$ cat src/rtl/axis_demux_pkg.sv
// ----------------------------------------------------------------------------
// axis_demux_pkg
// Shared types and constants for the 1-to-2 packet-aware AXI-Stream demux.
//   route_state_t : packet-lock state of the demux FSM
//   ROUTE_M1/M2   : encoding of the route select (sel / effective route)
//   lock_state()  : maps a route to the state that locks a packet to it
// ----------------------------------------------------------------------------
package axis_demux_pkg;

    typedef enum logic [1:0] {
        IDLE = 2'd0,
        PKT1 = 2'd1,
        PKT2 = 2'd2
    } route_state_t;

    localparam logic ROUTE_M1 = 1'b0;
    localparam logic ROUTE_M2 = 1'b1;

    function automatic route_state_t lock_state(input logic route);
        return (route == ROUTE_M2) ? PKT2 : PKT1;
    endfunction

endpackage

$ cat src/rtl/axis_out_reg.sv
// ----------------------------------------------------------------------------
// axis_out_reg
// One-entry registered AXI-Stream output stage. A load takes priority over a
// drain, so a new beat can replace the one leaving in the same cycle.
//   clk, rst          : clock, asynchronous active-low reset
//   load              : capture d_tdata/d_tlast and raise m_tvalid
//   d_tdata, d_tlast  : beat to capture
//   m_tdata/m_tvalid/m_tlast/m_tready : registered master stream
//   can_load          : stage is empty or draining this cycle
// ----------------------------------------------------------------------------
module axis_out_reg
    import axis_demux_pkg::*;
#(
    parameter int DW = 8
) (
    input  logic          clk,
    input  logic          rst,
    input  logic          load,
    input  logic [DW-1:0] d_tdata,
    input  logic          d_tlast,
    output logic [DW-1:0] m_tdata,
    output logic          m_tvalid,
    output logic          m_tlast,
    input  logic          m_tready,
    output logic          can_load
);

    assign can_load = !m_tvalid || m_tready;

    always_ff @(posedge clk or negedge rst) begin
        if (!rst) begin
            m_tdata  <= '0;
            m_tlast  <= 1'b0;
            m_tvalid <= 1'b0;
        end else if (load) begin
            m_tdata  <= d_tdata;
            m_tlast  <= d_tlast;
            m_tvalid <= 1'b1;
        end else if (m_tvalid && m_tready) begin
            m_tvalid <= 1'b0;
        end
    end

endmodule

$ cat src/rtl/axis_demux_1_2.sv
// ----------------------------------------------------------------------------
// axis_demux_1_2
// Packet-aware 1-to-2 AXI-Stream demultiplexer. The route is taken from sel
// on the first beat of a packet and held until its tlast beat is accepted.
// Each master output is registered (one cycle latency, full throughput).
//
//   state | meaning
//   IDLE  | no packet open, route follows sel combinationally
//   PKT1  | packet open and locked to master 1
//   PKT2  | packet open and locked to master 2
//
// Ports:
//   clk, rst                          : clock, asynchronous active-low reset
//   sel                               : route select (0 = m1, 1 = m2)
//   s_tdata/s_tvalid/s_tlast/s_tready : slave stream
//   m1_* / m2_*                       : registered master streams
//   busy                              : a packet is open
// ----------------------------------------------------------------------------
module axis_demux_1_2
    import axis_demux_pkg::*;
#(
    parameter int DW = 8
) (
    input  logic          clk,
    input  logic          rst,
    input  logic          sel,
    input  logic [DW-1:0] s_tdata,
    input  logic          s_tvalid,
    input  logic          s_tlast,
    output logic          s_tready,
    output logic [DW-1:0] m1_tdata,
    output logic          m1_tvalid,
    output logic          m1_tlast,
    input  logic          m1_tready,
    output logic [DW-1:0] m2_tdata,
    output logic          m2_tvalid,
    output logic          m2_tlast,
    input  logic          m2_tready,
    output logic          busy
);

    route_state_t state;
    route_state_t state_nxt;
    logic         route;
    logic         accept;
    logic         can_load_m1;
    logic         can_load_m2;
    logic         load_m1;
    logic         load_m2;

    always_ff @(posedge clk or negedge rst) begin
        if (!rst) begin
            state <= IDLE;
        end else begin
            state <= state_nxt;
        end
    end

    always_comb begin
        route     = sel;
        state_nxt = state;
        case (state)
            IDLE: begin
                route = sel;
                // A single-beat packet never opens a lock.
                if (accept && !s_tlast) begin
                    state_nxt = lock_state(sel);
                end
            end
            PKT1: begin
                route = ROUTE_M1;
                if (accept && s_tlast) begin
                    state_nxt = IDLE;
                end
            end
            PKT2: begin
                route = ROUTE_M2;
                if (accept && s_tlast) begin
                    state_nxt = IDLE;
                end
            end
            default: begin
                route     = sel;
                state_nxt = IDLE;
            end
        endcase
    end

    // Only the routed port's stage gates the slave; the other port's
    // tready is never on this path.
    assign s_tready = rst && ((route == ROUTE_M2) ? can_load_m2 : can_load_m1);
    assign accept   = s_tvalid && s_tready;
    assign load_m1  = accept && (route == ROUTE_M1);
    assign load_m2  = accept && (route == ROUTE_M2);
    assign busy     = (state != IDLE);

    axis_out_reg #(.DW(DW)) u_out_m1 (
        .clk      (clk),
        .rst      (rst),
        .load     (load_m1),
        .d_tdata  (s_tdata),
        .d_tlast  (s_tlast),
        .m_tdata  (m1_tdata),
        .m_tvalid (m1_tvalid),
        .m_tlast  (m1_tlast),
        .m_tready (m1_tready),
        .can_load (can_load_m1)
    );

    axis_out_reg #(.DW(DW)) u_out_m2 (
        .clk      (clk),
        .rst      (rst),
        .load     (load_m2),
        .d_tdata  (s_tdata),
        .d_tlast  (s_tlast),
        .m_tdata  (m2_tdata),
        .m_tvalid (m2_tvalid),
        .m_tlast  (m2_tlast),
        .m_tready (m2_tready),
        .can_load (can_load_m2)
    );

endmodule

$ cat config.mk
export PLATFORM = sky130hd
export DESIGN_NAME = axis_demux_1_2
export DESIGN_NICKNAME = d
export VERILOG_FILES = /design/src/rtl/axis_demux_pkg.sv /design/src/rtl/axis_out_reg.sv /design/src/rtl/axis_demux_1_2.sv
export SDC_FILE = /design/constraint.sdc
export NUM_CORES = 1
export LEC_CHECK = 0
export CORE_UTILIZATION = 45
export CTS_BUF_LIST = sky130_fd_sc_hd__clkbuf_2
export DETAILED_ROUTE_END_ITERATION = 16
export PLACE_DENSITY = 0.93
export RECOVER_POWER = 50
export SLEW_MARGIN = 10
export SYNTH_ARGS = -nofsm -noshare
export SYNTH_HDL_FRONTEND = slang
export SYNTH_SLANG_ARGS = --single-unit
$ cat constraint.sdc
create_clock -name clk -period 4.95 [get_ports clk]
set_input_delay 0.99 -clock clk [delete_from_list [all_inputs] [get_ports clk]]
set_output_delay 0.99 -clock clk [all_outputs]
set_load 0.005 [all_outputs]
# [Word level (Yosys, flattened, before mapping)]
# Cells that the tools add are included.
# W data, S select, Z words.
[op_classes] eq_ne=4 muxes=10 bitwise_logic=1 n_reduce_logical=19
[ops] cell="$logic_and A1 B1 Y1" count=8
[ops] cell="$mux W2" count=3
[ops] cell="$reduce_bool A2 Y1" count=3
[ops] cell="$mux W1" count=5
[ops] cell="$pmux W2 S2" count=1
[ops] cell="$logic_not A1 Y1" count=3
[ops] cell="$eq A2 B1 Y1 const B" count=1
[ops] cell="$eq A2 B2 Y1 const B" count=1
[ops] cell="$logic_not A2 Y1" count=1
[ops] cell="$logic_or A1 B1 Y1" count=2
[ops] cell="$ne A2 B1 Y1 const B" count=1
[ops] cell="$ne A2 B2 Y1 const B" count=1
[ops] cell="$pmux W1 S2" count=1
[ops] cell="$reduce_and A2 Y1" count=1
[ops] cell="$reduce_or A2 Y1" count=1
[ops] cell="$not A1 Y1" count=1
[totals] reg_bits=22 inputBits=15 out_inout_bits=22 elab_cells=41

# [Logic depth before layout (Yosys ltp)]
[depth] ltp_word=8 depth_mapped=7 mapped_depth_nobuf=6

# [Modules after synthesis]
# A second synthesis with hierarchy kept.
[hier_totals] hier_cells=74 area_unflattened_um2=1076.0
[by_module_without_submodules] module="axis_out_reg" n_inst=2 cells_each=22 area_per_inst_um2=409.1
[by_module_without_submodules] module="axis_demux_1_2" n_inst=1 cells_each=30 area_per_inst_um2=257.7

# [Least setup slack after synthesis]
# No wires, ideal clock.
[synth_path] kind="input to output" start="input port sel" end="output port s_tready" t_arrival_ns=1.682 t_required_ns=3.960 setup_slack_ns=2.278 cell_stages=3 path_buffers=0 cell_sequence="mux2i_2 -> mux2i_1 -> nor2_1"
[synth_via] elab_chain_len=3
[synth_lines] element="start, declared" line="axis_demux_1_2.sv:26" text="input logic sel,"
[synth_lines] element="$pmux W1 S2" line="axis_demux_1_2.sv:62" text="case (state)"
[synth_lines] element="$mux W1" line="axis_demux_1_2.sv:91" text="assign s_tready = rst && ((route == ROUTE_M2) ? can_load_m2 : can_load_m1);"
[synth_lines] element="$logic_and A1 B1 Y1" line="axis_demux_1_2.sv:91"
[synth_lines] element="end, declared" line="axis_demux_1_2.sv:30" text="output logic s_tready,"
# No other way between the ends.

# [Worst setup path in the final report]
# Same ends and word-level chain as after synthesis.

==> qor.txt <==
CP Max Fanout -> 5
Sinks on Clock Net -> 22
clock root cell -> clkbuf_2
CTS Buffer Depth -> 2
Peak Freq -> 266 MHz
Port-buffer cells -> 36
CTS clk-pin slew, worst paths -> 0.20 ns
Leak Pwr -> 0.634 nW
number of flops mapped to enable cells by yosys -> 0
DRT iter0 DRCs -> 8
row count -> 16
Critical Path RT -> 3.96 ns
Synth cell types -> 21
max_slew headroom -> 0.431
Final period util -> 0.758
Ports -> 37
grt total ovfl -> 0
CTS H-tree lvls -> 1
CTS tree -> yes
chip width -> 48.2 um
Routed WL -> 2040 um
Die Y-Extent -> 48.2 um
Starting Density -> 0.484
CP Capture Type -> output pin
number of global-route vias before repair -> 756
crit path kind -> in -> out
final hold violations -> 0
cts repair resizes -> 0
most frequent cells after synthesis -> nand2_1 (30), dfrtp_1 (22), mux2_1 (8), inv_1 (4)
area growth from synthesis to layout -> 42.2%
max-slew violations -> 0
pwr dens -> 493 nW/um2
count leader, synth -> nand2_1
DP Wirelength -> 1580 um
RSZ-0062 raised after global routing -> no
largest area contributor in the netlist -> dfrtp_1
TritonCTS buffer count -> 3
number of remaining DRC errors -> 0
Synth area leaders -> dfrtp_1 (57%), nand2_1 (12%), mux2_1 (9.4%)
Worst-Margin Slew -> 0.849 ns
drt first pass iters -> 4
worst reg2reg setup slack -> 2.67 ns
gpl congestion -> 0.659
Mapped Area -> 958 um2
minimum clock period -> 3.75 ns
cells after synthesis -> 89
Antenna diodes -> 0
Hold WC Path Type -> reg -> reg
Worst IR Drop VDD -> 0.335 mV
Critical Path AT -> 2.76 ns
Clock Latency Late Sink -> 0.32 ns
Routed Antenna Nets -> 0
Main synth FF type -> dfrtp_1
flops & latches, synth -> 22
Max Cap Viol -> 0
first-pass GRT wire length -> 3240 um
share of layout cells above drive strength 1 -> 0.0469
number of synthesis warnings -> 0
Vias per Instance -> 5.19
WHS -> 0.501 ns
hold buffers post-CTS -> 0
FFs w/ async S/R, synth -> 1.00
top-area cell type share of the netlist area -> 0.574
crit path launch type -> primary input
initial antenna violation count -> 0
Max Clock Skew -> 0.0160 ns
Synth Area per Inst -> 10.8 um2
die area -> 2320 um2
Core ar. -> 1980 um2
detailed-route via count -> 805
status -> completed
Setup-failing EPs final -> 0
total global-route track usage -> 0.209
post-route setup TNS -> 0 ns
syn_nets -> 106
register area share after synthesis -> 0.574
pin count of the biggest net entering global routing -> 17
Nets -> 146
postcts setup bufs -> 0
final core utilization -> 0.688
Routed WL per cell -> 13.2 um
## cells in the final DEF (no fill, tap or decap), types with 2 or more instances in the layout
cell type / netlist / final
nand2_1: 30 / 30
clkdlybuf4s50_1: 0 / 26
dfrtp_1: 22 / 22
dlygate4sd3_1: 0 / 10
mux2_1: 8 / 8
inv_1: 4 / 4
o21ai_0: 3 / 3
nand3_1: 3 / 3
clkbuf_2: 0 / 3
nand2b_1: 2 / 2
o311ai_1: 2 / 2
o211ai_1: 2 / 2
ha_1: 2 / 2
## critical path, cell delays in order
cell and delay, ns:
clkdlybuf4s50_1 0.46, mux2i_2 0.32, mux2i_1 0.46, nor2_1 0.08
clkdlybuf4s50_1 0.45
## flip-flops by register name (all words and copies together) (netlist names)
register and count:
u_out_m2.m_tdata 8, u_out_m1.m_tdata 8, state 2, u_out_m1.m_tvalid 1, u_out_m2.m_tlast 1, u_out_m2.m_tvalid 1
u_out_m1.m_tlast 1
## final timing paths
kind                                           from  cells after the start             endpoint
worst max-delay path                            sel                      5             s_tready
min in group asynchronous                       rst                      1    u_out_m2.m_tvalid
worst max register to register             state[0]                      5     u_out_m2.m_tlast
worst min register to register  u_out_m1.m_tdata[7]                      2  u_out_m1.m_tdata[7]
max in group asynchronous                       rst                      2  u_out_m1.m_tdata[4]
worst min-delay path            u_out_m1.m_tdata[7]                      2  u_out_m1.m_tdata[7]
## through the flow
step | total power, mW | instances | setup slack, ns | area, um2
after floorplan | 0.420 | 89 | 2.28 | 958
after global placement | 0.613 | 151 | 1.33 | 1350
after detailed placement | 0.626 | 151 | 1.22 | 1350
after CTS | 0.697 | 155 | 1.20 | 1370
after global routing | 0.725 | 155 | 1.06 | 1360
final | 0.672 | 155 | 1.20 | 1360
## layout make-up
class                   count  area (um2)
fillers                   156         619
flip-flops and latches     22         551
multi-input cells          61         380
repair buffers             37         364
inverters                   4        15.0
well taps                  27        33.8
clock inverters             1        3.75
clock buffers               3        15.0
## where the power goes
group	internal [mW]	switching (mW)
registers	0.259	0.0425
logic	0.187	0.116
clock network	0.0176	0.0505
total	0.463	0.209
## layer usage
layer	GRT usage	share of wire
met1	0.256	0.41
met2	0.339	0.50
met3	0.0741	0.095
met4	0.0833	0.0025
met5	0	0
## logic make-up (layout without fill, tap and decap cells)
family / count (synthesis) / count (layout) / synth area share
DFF: 22 / 22 / 0.574
buffers and inverters: 6 / 45 / 0.0287
muxes: 11 / 11 / 0.131
adders and majority gates: 2 / 2 / 0.0261
and+or+nand+nor: 41 / 41 / 0.191
AOI/OAI and AO/OA: 7 / 7 / 0.0496
Note: power is estimated with default switching activity, not from simulation.
